<file path="src/rtl/lighthouse_ootx_decoder.sv">
// lighthouse_ootx_decoder
//   Bit-serial deframer for the Lighthouse v1 OOTX side channel. Hunts for the
//   preamble (>=17 zeros then a 1), strips the 1-valued stuff bit after every
//   16-bit word, and streams out the payload bytes. Reports the little-endian
//   length, frame completion and a CRC-32 check over the emitted bytes.
//
// Ports
//   clk          : single clock, posedge
//   reset        : asynchronous, active-low; clears all state and outputs
//   bit_strobe   : one-cycle qualifier, bit_in is valid (may be high every cycle)
//   bit_in       : OOTX data bit
//   frame_start  : pulse, preamble plus sync bit seen
//   length       : payload length of the current frame
//   byte_valid   : pulse, byte_data carries the next payload byte
//   byte_data    : payload byte, held until the next byte_valid
//   frame_done   : pulse, both CRC words received
//   crc_ok       : CRC compare result, valid with frame_done, held until next frame_start
//   frame_error  : pulse, framing abort (bad stuff bit, oversize length, resync)
//   state_dbg    : current FSM state (HUNT=0, LEN=1, PAYLOAD=2, CRC_LO=3, CRC_HI=4)
//
// Handshake: bit_strobe is a pure valid qualifier with no ready/backpressure;
// every strobed bit is consumed on the clock edge that samples it. All output
// pulses appear in the cycle after the strobe that caused them.

module lighthouse_ootx_decoder #(
  parameter int MAX_LEN = 64
) (
  input  logic        clk,
  input  logic        reset,
  input  logic        bit_strobe,
  input  logic        bit_in,
  output logic        frame_start,
  output logic [15:0] length,
  output logic        byte_valid,
  output logic [7:0]  byte_data,
  output logic        frame_done,
  output logic        crc_ok,
  output logic        frame_error,
  output logic [2:0]  state_dbg
);

  typedef enum logic [2:0] {HUNT, LEN, PAYLOAD, CRC_LO, CRC_HI} state_t;

  localparam logic [15:0] MAX_LEN_W = 16'(MAX_LEN);
  localparam logic [4:0]  ZRUN_SAT  = 5'd17;
  localparam logic [4:0]  STUFF_POS = 5'd16;

  // Reflected CRC-32, one byte folded in LSB first.
  function automatic logic [31:0] crc32_byte(input logic [31:0] c, input logic [7:0] d);
    logic [31:0] r;
    r = c ^ {24'd0, d};
    for (int i = 0; i < 8; i++) begin
      r = r[0] ? ((r >> 1) ^ 32'hEDB88320) : (r >> 1);
    end
    return r;
  endfunction

  state_t      state_q, state_d;
  logic [4:0]  zrun_q, zrun_d;
  logic [4:0]  bitcnt_q, bitcnt_d;
  logic [15:0] shreg_q, shreg_d;
  logic [6:0]  byte_idx_q, byte_idx_d;
  logic [31:0] crc_q, crc_d;
  logic [15:0] crc_lo_q, crc_lo_d;
  logic [15:0] length_q, length_d;
  logic [7:0]  byte_data_q, byte_data_d;
  logic        crc_ok_q, crc_ok_d;
  logic        start_q, start_d;
  logic        bvalid_q, bvalid_d;
  logic        done_q, done_d;
  logic        error_q, error_d;

  logic [15:0] len_rx;
  logic [7:0]  low_byte;
  logic [31:0] crc_rx;

  // At the stuff bit the shift register holds the complete word.
  assign len_rx   = {shreg_q[7:0], shreg_q[15:8]};
  // Byte completed by the current bit (valid at data bits 7 and 15).
  assign low_byte = {shreg_q[6:0], bit_in};
  assign crc_rx   = {shreg_q[7:0], shreg_q[15:8], crc_lo_q[7:0], crc_lo_q[15:8]};

  always_comb begin
    state_d     = state_q;
    zrun_d      = zrun_q;
    bitcnt_d    = bitcnt_q;
    shreg_d     = shreg_q;
    byte_idx_d  = byte_idx_q;
    crc_d       = crc_q;
    crc_lo_d    = crc_lo_q;
    length_d    = length_q;
    byte_data_d = byte_data_q;
    crc_ok_d    = crc_ok_q;
    start_d     = 1'b0;
    bvalid_d    = 1'b0;
    done_d      = 1'b0;
    error_d     = 1'b0;

    if (bit_strobe) begin
      // Zero-run tracking runs in every state, including stuff slots.
      if (bit_in) zrun_d = 5'd0;
      else if (zrun_q != ZRUN_SAT) zrun_d = zrun_q + 5'd1;

      if (bit_in && zrun_q == ZRUN_SAT) begin
        // Preamble found; outside HUNT this aborts the frame in progress.
        start_d  = 1'b1;
        error_d  = (state_q != HUNT);
        state_d  = LEN;
        bitcnt_d = 5'd0;
        crc_d    = 32'hFFFF_FFFF;
        crc_ok_d = 1'b0;
      end else if (state_q != HUNT) begin
        if (bitcnt_q != STUFF_POS) begin
          shreg_d  = {shreg_q[14:0], bit_in};
          bitcnt_d = bitcnt_q + 5'd1;
          if (state_q == PAYLOAD && (bitcnt_q == 5'd7 || bitcnt_q == 5'd15)) begin
            byte_idx_d = byte_idx_q + 7'd1;
            // Odd lengths carry a pad byte that is neither emitted nor CRC'd.
            if ({9'd0, byte_idx_q} < length_q) begin
              bvalid_d    = 1'b1;
              byte_data_d = low_byte;
              crc_d       = crc32_byte(crc_q, low_byte);
            end
          end
        end else begin
          bitcnt_d = 5'd0;
          if (!bit_in) begin
            error_d = 1'b1;
            state_d = HUNT;
          end else begin
            case (state_q)
              LEN: begin
                if (len_rx > MAX_LEN_W) begin
                  error_d = 1'b1;
                  state_d = HUNT;
                end else begin
                  length_d   = len_rx;
                  byte_idx_d = 7'd0;
                  state_d    = (len_rx == 16'd0) ? CRC_LO : PAYLOAD;
                end
              end
              PAYLOAD: begin
                if ({9'd0, byte_idx_q} >= length_q) state_d = CRC_LO;
              end
              CRC_LO: begin
                crc_lo_d = shreg_q;
                state_d  = CRC_HI;
              end
              CRC_HI: begin
                done_d   = 1'b1;
                crc_ok_d = (~crc_q == crc_rx);
                state_d  = HUNT;
              end
              default: state_d = HUNT;
            endcase
          end
        end
      end
    end
  end

  always_ff @(posedge clk or negedge reset) begin
    if (!reset) begin
      state_q     <= HUNT;
      zrun_q      <= 5'd0;
      bitcnt_q    <= 5'd0;
      shreg_q     <= 16'd0;
      byte_idx_q  <= 7'd0;
      crc_q       <= 32'd0;
      crc_lo_q    <= 16'd0;
      length_q    <= 16'd0;
      byte_data_q <= 8'd0;
      crc_ok_q    <= 1'b0;
      start_q     <= 1'b0;
      bvalid_q    <= 1'b0;
      done_q      <= 1'b0;
      error_q     <= 1'b0;
    end else begin
      state_q     <= state_d;
      zrun_q      <= zrun_d;
      bitcnt_q    <= bitcnt_d;
      shreg_q     <= shreg_d;
      byte_idx_q  <= byte_idx_d;
      crc_q       <= crc_d;
      crc_lo_q    <= crc_lo_d;
      length_q    <= length_d;
      byte_data_q <= byte_data_d;
      crc_ok_q    <= crc_ok_d;
      start_q     <= start_d;
      bvalid_q    <= bvalid_d;
      done_q      <= done_d;
      error_q     <= error_d;
    end
  end

  assign frame_start = start_q;
  assign length      = length_q;
  assign byte_valid  = bvalid_q;
  assign byte_data   = byte_data_q;
  assign frame_done  = done_q;
  assign crc_ok      = crc_ok_q;
  assign frame_error = error_q;
  assign state_dbg   = state_q;

endmodule
</file>
<file path="config.mk">
export PLATFORM = sky130hd
export DESIGN_NAME = lighthouse_ootx_decoder
export DESIGN_NICKNAME = d
export VERILOG_FILES = /design/src/rtl/lighthouse_ootx_decoder.sv
export SDC_FILE = /design/constraint.sdc
export NUM_CORES = 1
export LEC_CHECK = 0
export CORE_ASPECT_RATIO = 1.1
export CORE_MARGIN = 2
export CORE_UTILIZATION = 54
export CTS_CLUSTER_SIZE = 8
export DETAILED_ROUTE_END_ITERATION = 7
export PLACE_DENSITY_LB_ADDON = 0.08
export SKIP_LAST_GASP = 1
export SLEW_MARGIN = 25
export SYNTH_ARGS = -nofsm -noshare
export SYNTH_HDL_FRONTEND = slang
export SYNTH_SLANG_ARGS = --single-unit
</file>
<file path="constraint.sdc">
create_clock -name clk -period 2.2 [get_ports clk]
set_input_delay 0.33 -clock clk [delete_from_list [all_inputs] [get_ports clk]]
set_output_delay 0.33 -clock clk [all_outputs]
set_load 0.02 [all_outputs]
</file>
==> impl_metrics.ini <==
[status]
status = finished with violations
violations = negative setup slack

[clock_tree]
cts_tree = built
clock-root-buffer = clkbuf_16
htree_levels = 4
ctsLongestPathBuffers = 2
cts_made_buffers = 17
path_clk_slew_ns = 0.05
clock-sinks = 113
clock_latency_ns = 0.42

[layout]
utilization_pct = 74.3
diodes = 0
layout_commonest_cell = dfrtp_1
seq_area_sq_mm = 0.00283
drive_above_1_share_pct = 34.5
postLayoutCellArea_sq_mm = 0.00846
multi_input_area_sq_mm = 0.00340
nNetsFinal = 674
area_growth_pct = 35.7
fillCellCount = 791
final_cell_mix = dfrtp_1, buf_4, xnor2_1, xor2_1, clkdlybuf4s50_1

[yosys]
ys_seq_elements = 113
synth_top_family_by_area = XOR/XNOR gates
postSynth.asyncResetShare_pct = 100
muxShareOfSynthArea_pct = 9.49
synth_top_cell_area_share_pct = 45.4
syn_area_sq_mm = 0.00623
synth-compound-area-share_pct = 12.1
synth_edf_count = 0
ys_top_cells_by_area = dfrtp_1, xnor2_1, xor2_1
synth-simple-area-share_pct = 9.71
netlist_instances = 533
yosysSeqAreaShare_pct = 45.4
synth_nets = 550
synth_area_leader_cell = dfrtp_1
yosys.area_share.adder_pct = 2.61
netlist-cell-type-count = 57
syn_avg_cell_area_sq_um = 11.7
synthXorXnorAreaFrac_pct = 17.0
yosys_warnings = 0
synthFlopType = dfrtp_1

[sta]
worstMarginPinSlew_ns = 0.586
skew_ns = 0.0120
setup_viol = 39
fin_crit_sh_pct = 104
rsz0062_at_grt = true
hold_viol = 0
period_minus_slack_ns = 2.29
tns_ns = -2.36
relSlewSlack_pct = 60.5
fmax_ghz = 0.436
maxSlewViolCount = 0
layout_setup_ws_ns = -0.0931

[critical_path]
cpMaxStageDelayCell = dfrtp_1
cp.required_ns = 2.49
crit_path_end_kind = flop
cp_max_fo = 8
slowest_delay_ns = 0.39
cp_num_buf_inv = 3
rrSetupSlack_ns = -0.09
critical_path_class = reg2reg
r2r-start = bitcnt_q[0]
cp-startpoint = bitcnt_q[0]
start_kind = flop
crit_chain = ha_2 > and3_4 > ha_4 > inv_2 > a2111o_1 > a211oi_4 > and2_4 > buf_12 > clkbuf_16 > a31oi_1
cpLargestDelayFamily = compound AO/OA/AOI/OAI gates
critPathArrivalTime_ns = 2.58

[run]
maxCapViolCount = 0

[die]
io_pins = 36
coreArea_sq_mm = 0.0114
dieArea_sq_mm = 0.0124
die_h_um = 117
floorplan.initialDensity_pct = 54.7
fp-row-count = 41
die_w_um = 106

[grt]
grt_pass1_vias = 4786
grt_use_total_pct = 28.4
antenna_found_initial = 0
grt_max_degree = 41
grt-ovfl-total = 0
top_usage_layer = met2
met2_usage_pct = 48.4
grt_util_met3_pct = 5.41
use_met1_pct = 35.9
grt_first_pass_wirelength_mm = 26.3

[power]
power.leakage_nw = 3.91
power.density_mw_per_mm2 = 1250
peakVddDrop_v = 0.00141

[drt]
remaining_drc_errors = 0
drt-initial-drc-count = 301
via_count = 4698
viasPerCell = 5.73
wl_mm = 17.0
antenna_left = 0
firstDrtPassIters = 4
wl_per_cell_um = 20.8

[worst_hold_path]
min_path_type = in2async

[placement]
gp_congestion = 0.866
dp.final_hpwl_mm = 11.5
port_buffers = 35
dpl_cell_area_sq_mm = 0.00738
-- through the flow --
| step | cells | worst slack (ns) | hold WS, ns | power [mW] |
|---|---|---|---|---|
| detailed placement | 775 | -0.115 | 0.354 | 7.25 |
| global placement | 775 | -0.0872 | 0.345 | 7.19 |
| global route | 820 | -0.190 | 0.495 | 11.1 |
| finish | 820 | -0.0931 | 0.455 | 10.6 |
| CTS | 813 | -0.0894 | 0.453 | 10.5 |
| floorplan | 533 | -0.131 | 0.0344 | 5.61 |
-- registers in the layout, summed over array words and instances (netlist names) --
register     cells
length          16
byte_valid       1
bitcnt_q         5
byte_data        8
state_dbg        3
frame_error      1
crc_ok           1
frame_done       1
crc_lo_q        16
shreg_q         16
byte_idx_q       7
frame_start      1
crc_q           32
zrun_q           5
-- synth_stat cells, drive strengths merged (3+ instances only) --
cell type,n
a31oi,12
ha,13
nand2,18
nor3,13
clkbuf,13
nor4,8
mux2,46
and3,3
nor2,16
o2bb2ai,3
mux2i,4
a2bb2oi,14
dfrtp,113
nand4bb,4
nand2b,6
a211oi,3
xor2,44
inv,20
nand4,11
and2,10
nand3,11
o21ai,14
buf,15
a21oi,31
xnor2,58
o31ai,3
-- worst paths after layout --
kind,endpoint,cells after the start
min in group clk,byte_data[5],1
worst max register to register,crc_q[15],10
max in group asynchronous,shreg_q[8],3
worst max-delay path,crc_q[15],10
worst min register to register,byte_data[5],1
worst min-delay path,zrun_q[0],2
-- layer usage --
layer  share of wire (%)  vias to the layer above
met5                   0                        -
met4                 3.4                        0
met3                 4.4                       42
met2                  52                      143
met1                  41                     2376
li1                    -                     2137
-- cell families after synthesis --
family          count (synthesis)
fa+ha+maj                      13
mux                            50
simple gates                  108
compound gates                 97
buf+inv                        48
xor+xnor                      104
flops                         113
-- power breakdown --
| part | switching, mW | internal [mW] | leakage, nW |
|---|---|---|---|
| combinational | 2.35 | 2.31 | 2.04 |
| clock | 0.970 | 2.24 | 0.340 |
| sequential | 0.377 | 2.36 | 1.53 |
-- cell type report --
type	count	area share, %
multi-input combinational	374	40.2
inverter	20	0.887
tap	150	2.22
timing repair buffer	131	15.1
clock buffer	22	5.72
sequential	113	33.5
clock inverter	10	2.41
-- worst reg2reg max path, stage by stage, from the launching register on --
cell	delay, ns
dfrtp_1	0.39
ha_2	0.20
and3_4	0.19
ha_4	0.12
inv_2	0.03
a2111o_1	0.39
a211oi_4	0.28
and2_4	0.22
buf_12	0.12
clkbuf_16	0.15
a31oi_1	0.08
-- repair_timing --
action,4_1_cts,5_1_grt
hold endpoints to repair,35,0
resized for setup,8,29
gates cloned,2,5
pin swaps,1,9
setup endpoints to repair,48,64
buffers inserted,3,2
hold buffers,1,0
No activity file was read; power rests on OpenSTA's default activity.
